$ cat config.mk
export PLATFORM = sky130hd
export DESIGN_NAME = sw_debounce
export DESIGN_NICKNAME = d
export VERILOG_FILES = /design/src/rtl/sw_debounce.sv
export SDC_FILE = /design/constraint.sdc
export NUM_CORES = 1
export LEC_CHECK = 0
export CAP_MARGIN = 10
export CORE_AREA = 2 2 86 88
export DETAILED_ROUTE_END_ITERATION = 10
export DIE_AREA = 0 0 88 90
export PLACE_DENSITY = 0.63
export SYNTH_ARGS = -nofsm -noshare
export SYNTH_HDL_FRONTEND = slang
export SYNTH_SLANG_ARGS = --single-unit
$ cat constraint.sdc
create_clock -name Clock -period 3.7 [get_ports Clock]
set_input_delay 0.555 -clock Clock [delete_from_list [all_inputs] [get_ports Clock]]
set_output_delay 0.555 -clock Clock [all_outputs]
set_load 0.005 [all_outputs]
$ cat src/rtl/sw_debounce.sv
// sw_debounce: two-flop synchroniser plus an independent per-bit debouncer
// for the slide switches. A bit's debounced level changes only after its
// synchronised value has disagreed with it for STABLE_COUNT consecutive
// cycles. The change is reported with a one-cycle rise or fall strobe.
// No output has a combinational path from SW_raw.
module sw_debounce #(
  parameter  int WIDTH        = 10,
  parameter  int STABLE_COUNT = 3,
  localparam int CW           = $clog2(STABLE_COUNT + 1)
) (
  input  logic             Clock,
  input  logic             Reset,
  input  logic [WIDTH-1:0] SW_raw,
  output logic [WIDTH-1:0] SW,
  output logic [WIDTH-1:0] SW_rise,
  output logic [WIDTH-1:0] SW_fall
);

  if (STABLE_COUNT < 1) begin : g_bad_stable_count
    $error("sw_debounce: STABLE_COUNT must be >= 1");
  end

  // STABLE: the synchronised input agrees with SW.
  // PENDING: the synchronised input disagrees with SW and is being timed.
  typedef enum logic {
    STABLE  = 1'b0,
    PENDING = 1'b1
  } deb_state_e;

  // Count value at which a pending change is accepted on the next edge.
  localparam logic [CW-1:0] LAST = CW'(STABLE_COUNT - 1);

  logic [WIDTH-1:0] sync1;
  logic [WIDTH-1:0] sync2;
  logic [CW-1:0]    cnt_q [WIDTH];
  logic [CW-1:0]    cnt_d [WIDTH];
  deb_state_e       state [WIDTH];
  logic [WIDTH-1:0] sw_d;
  logic [WIDTH-1:0] rise_d;
  logic [WIDTH-1:0] fall_d;

  // Per-bit state decode, counter update and accept/strobe decision.
  always_comb begin
    for (int i = 0; i < WIDTH; i++) begin
      state[i]  = (sync2[i] != SW[i]) ? PENDING : STABLE;
      cnt_d[i]  = '0;
      sw_d[i]   = SW[i];
      rise_d[i] = 1'b0;
      fall_d[i] = 1'b0;
      case (state[i])
        PENDING: begin
          if (cnt_q[i] == LAST) begin
            // The disagreement has lasted long enough, so accept the new level.
            sw_d[i]   = sync2[i];
            rise_d[i] = sync2[i];
            fall_d[i] = ~sync2[i];
          end else begin
            cnt_d[i] = cnt_q[i] + 1'b1;
          end
        end
        default: begin
          // The input agrees with SW again. Any partial count is dropped here,
          // which is how a glitch gets rejected.
          cnt_d[i] = '0;
        end
      endcase
    end
  end

  // Synchroniser chain, per-bit counters and registered outputs.
  always_ff @(posedge Clock or posedge Reset) begin
    if (Reset) begin
      sync1   <= '0;
      sync2   <= '0;
      SW      <= '0;
      SW_rise <= '0;
      SW_fall <= '0;
      for (int i = 0; i < WIDTH; i++) begin
        cnt_q[i] <= '0;
      end
    end else begin
      sync1   <= SW_raw;
      sync2   <= sync1;
      SW      <= sw_d;
      SW_rise <= rise_d;
      SW_fall <= fall_d;
      for (int i = 0; i < WIDTH; i++) begin
        cnt_q[i] <= cnt_d[i];
      end
    end
  end

endmodule

==> results.toml <==
[synth]
synthDistinctLibCells = 10
yosys.area_share.adder_pct = 0
syn_avg_cell_area_um2 = 17.0
ys_seq_elements = 70
yosys.area_share.xor_xnor_pct = 3.66
synth.area.mux_share_pct = 4.86
synth-compound-area-share_pct = 0
synthSimpleGateAreaFrac_pct = 18.2
synth_warnings = 0
netlist_area_mm2 = 0.00239
yosysTopAreaCell = "dfrtp_1"
synth_fp_nets = 153
synthCells = 141
yosysSeqAreaShare_pct = 73.1
synth_top_area_share_pct = 73.1
synth_top_family_by_area = "simple AND/OR/NAND/NOR gates"
synthTopCellsByArea = "dfrtp_1 (73%), and3b_1 (6.6%), nor2b_4 (5.2%), mux2_2 (4.2%), nor3b_1 (3.8%)"

[worst_setup_path]
crit_path_end = "SW[2]"
critPathSlowestCell = "clkdlybuf4s50_1"
worst-path-stages = 1
arrival_ps = 1270
start_kind = "flip-flop"
critPathTopFamily = "buffers and inverters"
critPathCaptureType = "output pin"
required_ps = 3140
path_buf_inv = 1
reg2reg_slack_ps = 2690
slowest_delay_ps = 530
crit_fanout = 5
cp_cell_sequence = "clkdlybuf4s50_1"
startpoint = "SW[2]"
r2r_start = "cnt_q[14]"
r2r_cells = 2
path_class = "flip-flop to output pin"
rr_endpoint = "SW[2]"

[flow_run]
maxCapViolCount = 0

[detailed_routing]
avgRoutedWirePerCell_um = 11.0
vias_per_cell = 4.20
postRouteAntennaNets = 0
drcViolationCount = 0
routed_wl_mm = 3.26
dr.pass1.iters = 2
num_vias = 1247
initialDrtViolationCount = 49

[timing]
fmax_mhz = 547
setup_ws_ps = 1870
setup_tns_ps = 0
setup_violations = 0
max_slew_margin_pct = 43.9
period_share_pct = 49.4
clock_skew_ps = 3.94
tightestPinTransition_ps = 842
drv_slew = 0
holdWs_ps = 349
finalCriticalPeriod_ps = 1830
hold_viol_final = 0
rsz0062_at_grt = "false"

[floorplan]
die_w_um = 88
coreArea_mm2 = 0.00702
ioPinCount = 42
dieArea_mm2 = 0.00792
initial_core_util_pct = 34.1
die_h_um = 90
rows = 31

[global_routing]
grt_max_degree = 71
grt_overflow_total = 0
grtUsageTotal_pct = 9.65
grt_pass1_wl_mm = 5.80
antenna_found_initial = 0
grt_pass1_vias = 1253

[finish]
areaGrowthSynthToFinish_pct = 29.9
final_core_util_pct = 44.3
drive_above_1_share_pct = 18.2
final_cell_mix = "dfrtp_1 (70), clkdlybuf4s50_1 (41), and3b_1 (18), nor3b_1 (12), clkbuf_8 (11)"
fin_nets = 206
fin_cells = 297
layout_commonest_cell = "dfrtp_1"
diodes = 0
final_area_mm2 = 0.00311
n_fill_cell = 628

[clock_tree]
tritoncts = "done"
cts.sinks = 70
ctsHoldBuffers = 0
clock_path_buffers = 2
h-tree-depth = 3
clkLatencyLatePin_ps = 330
cts_resized = 0
post_cts.repair.setup_buffers = 0
path_clk_slew_ps = 70
cts_buffers = 9
ctsRootBufferMaster = "clkbuf_8"

[placement]
placed_cell_area_mm2 = 0.00294
place.gp.congestion = 0.648
port_buffers = 41
hpwlAfterDp_mm = 2.11
place_ws_ps = 1930
dp.cells = 282

[pwr]
p_leak_nw = 1.40
p_total_mw = 2.18
ir_drop_uv = 303
powerDensity_mw_per_mm2 = 699

[hold_path]
hold_class = "flip-flop to flip-flop"

[outcome]
outcome = "complete, no violations"
[Yosys cell counts (all sizes together)]
| library cell | count |
|---|---|
| and3b | 18 |
| nor3b | 12 |
| dfrtp | 70 |
| nand2b | 1 |
| nor3 | 10 |
| mux2 | 10 |
| inv | 1 |
| xnor2 | 10 |
| nor2b | 9 |
[flip-flops by register name, indices dropped and copies added (netlist names)]
| register | flops |
|---|---|
| SW_fall | 10 |
| sync1 | 10 |
| cnt_q | 20 |
| sync2 | 10 |
| SW_rise | 10 |
| SW | 10 |
[layout make-up]
class	instances	area, um2	area share, %
inverter	1	3.75	0.121
tap	99	124	3.98
clock inverter	3	20.0	0.643
clock buffer	12	155	4.99
sequential	70	1750	56.3
timing repair buffer	42	418	13.4
multi-input combinational	70	639	20.5
[power breakdown]
| part | internal [mW] | switching [mW] | leakage, nW |
|---|---|---|---|
| logic | 0.364 | 0.156 | 0.430 |
| registers | 0.948 | 0.172 | 0.890 |
| clock network | 0.275 | 0.261 | 0.0845 |
| total | 1.59 | 0.589 | 1.40 |
[metal layers]
metal | vias up | global-route usage, % | wire length, um
met5 | - | 0 | 0
met3 | 8 | 3.95 | 134
met1 | 621 | 12.4 | 1540
met4 | 0 | 5.77 | 76
li1 | 589 | - | -
met2 | 29 | 13.4 | 1510
[kinds of logic (layout without fill, tap and decap cells)]
group	Yosys count	after routing
DFF	70	70
and+or+nand+nor	50	50
xor gates and xnor gates	10	10
muxes	10	10
buffers and inverters	1	58
[how the worst min path moves through the flow]
stage	startpoint	endpoint	slack [ps]	depth (start not counted)
floorplan	sync1[0]	sync2[0]	330	0
global placement	sync1[6]	sync2[6]	330	0
detailed placement	sync1[8]	sync2[8]	330	0
CTS	sync1[8]	sync2[8]	350	0
global route	sync1[1]	sync2[1]	360	0
finish	sync1[1]	sync2[1]	350	0
No activity file was read; power rests on OpenSTA's default activity.
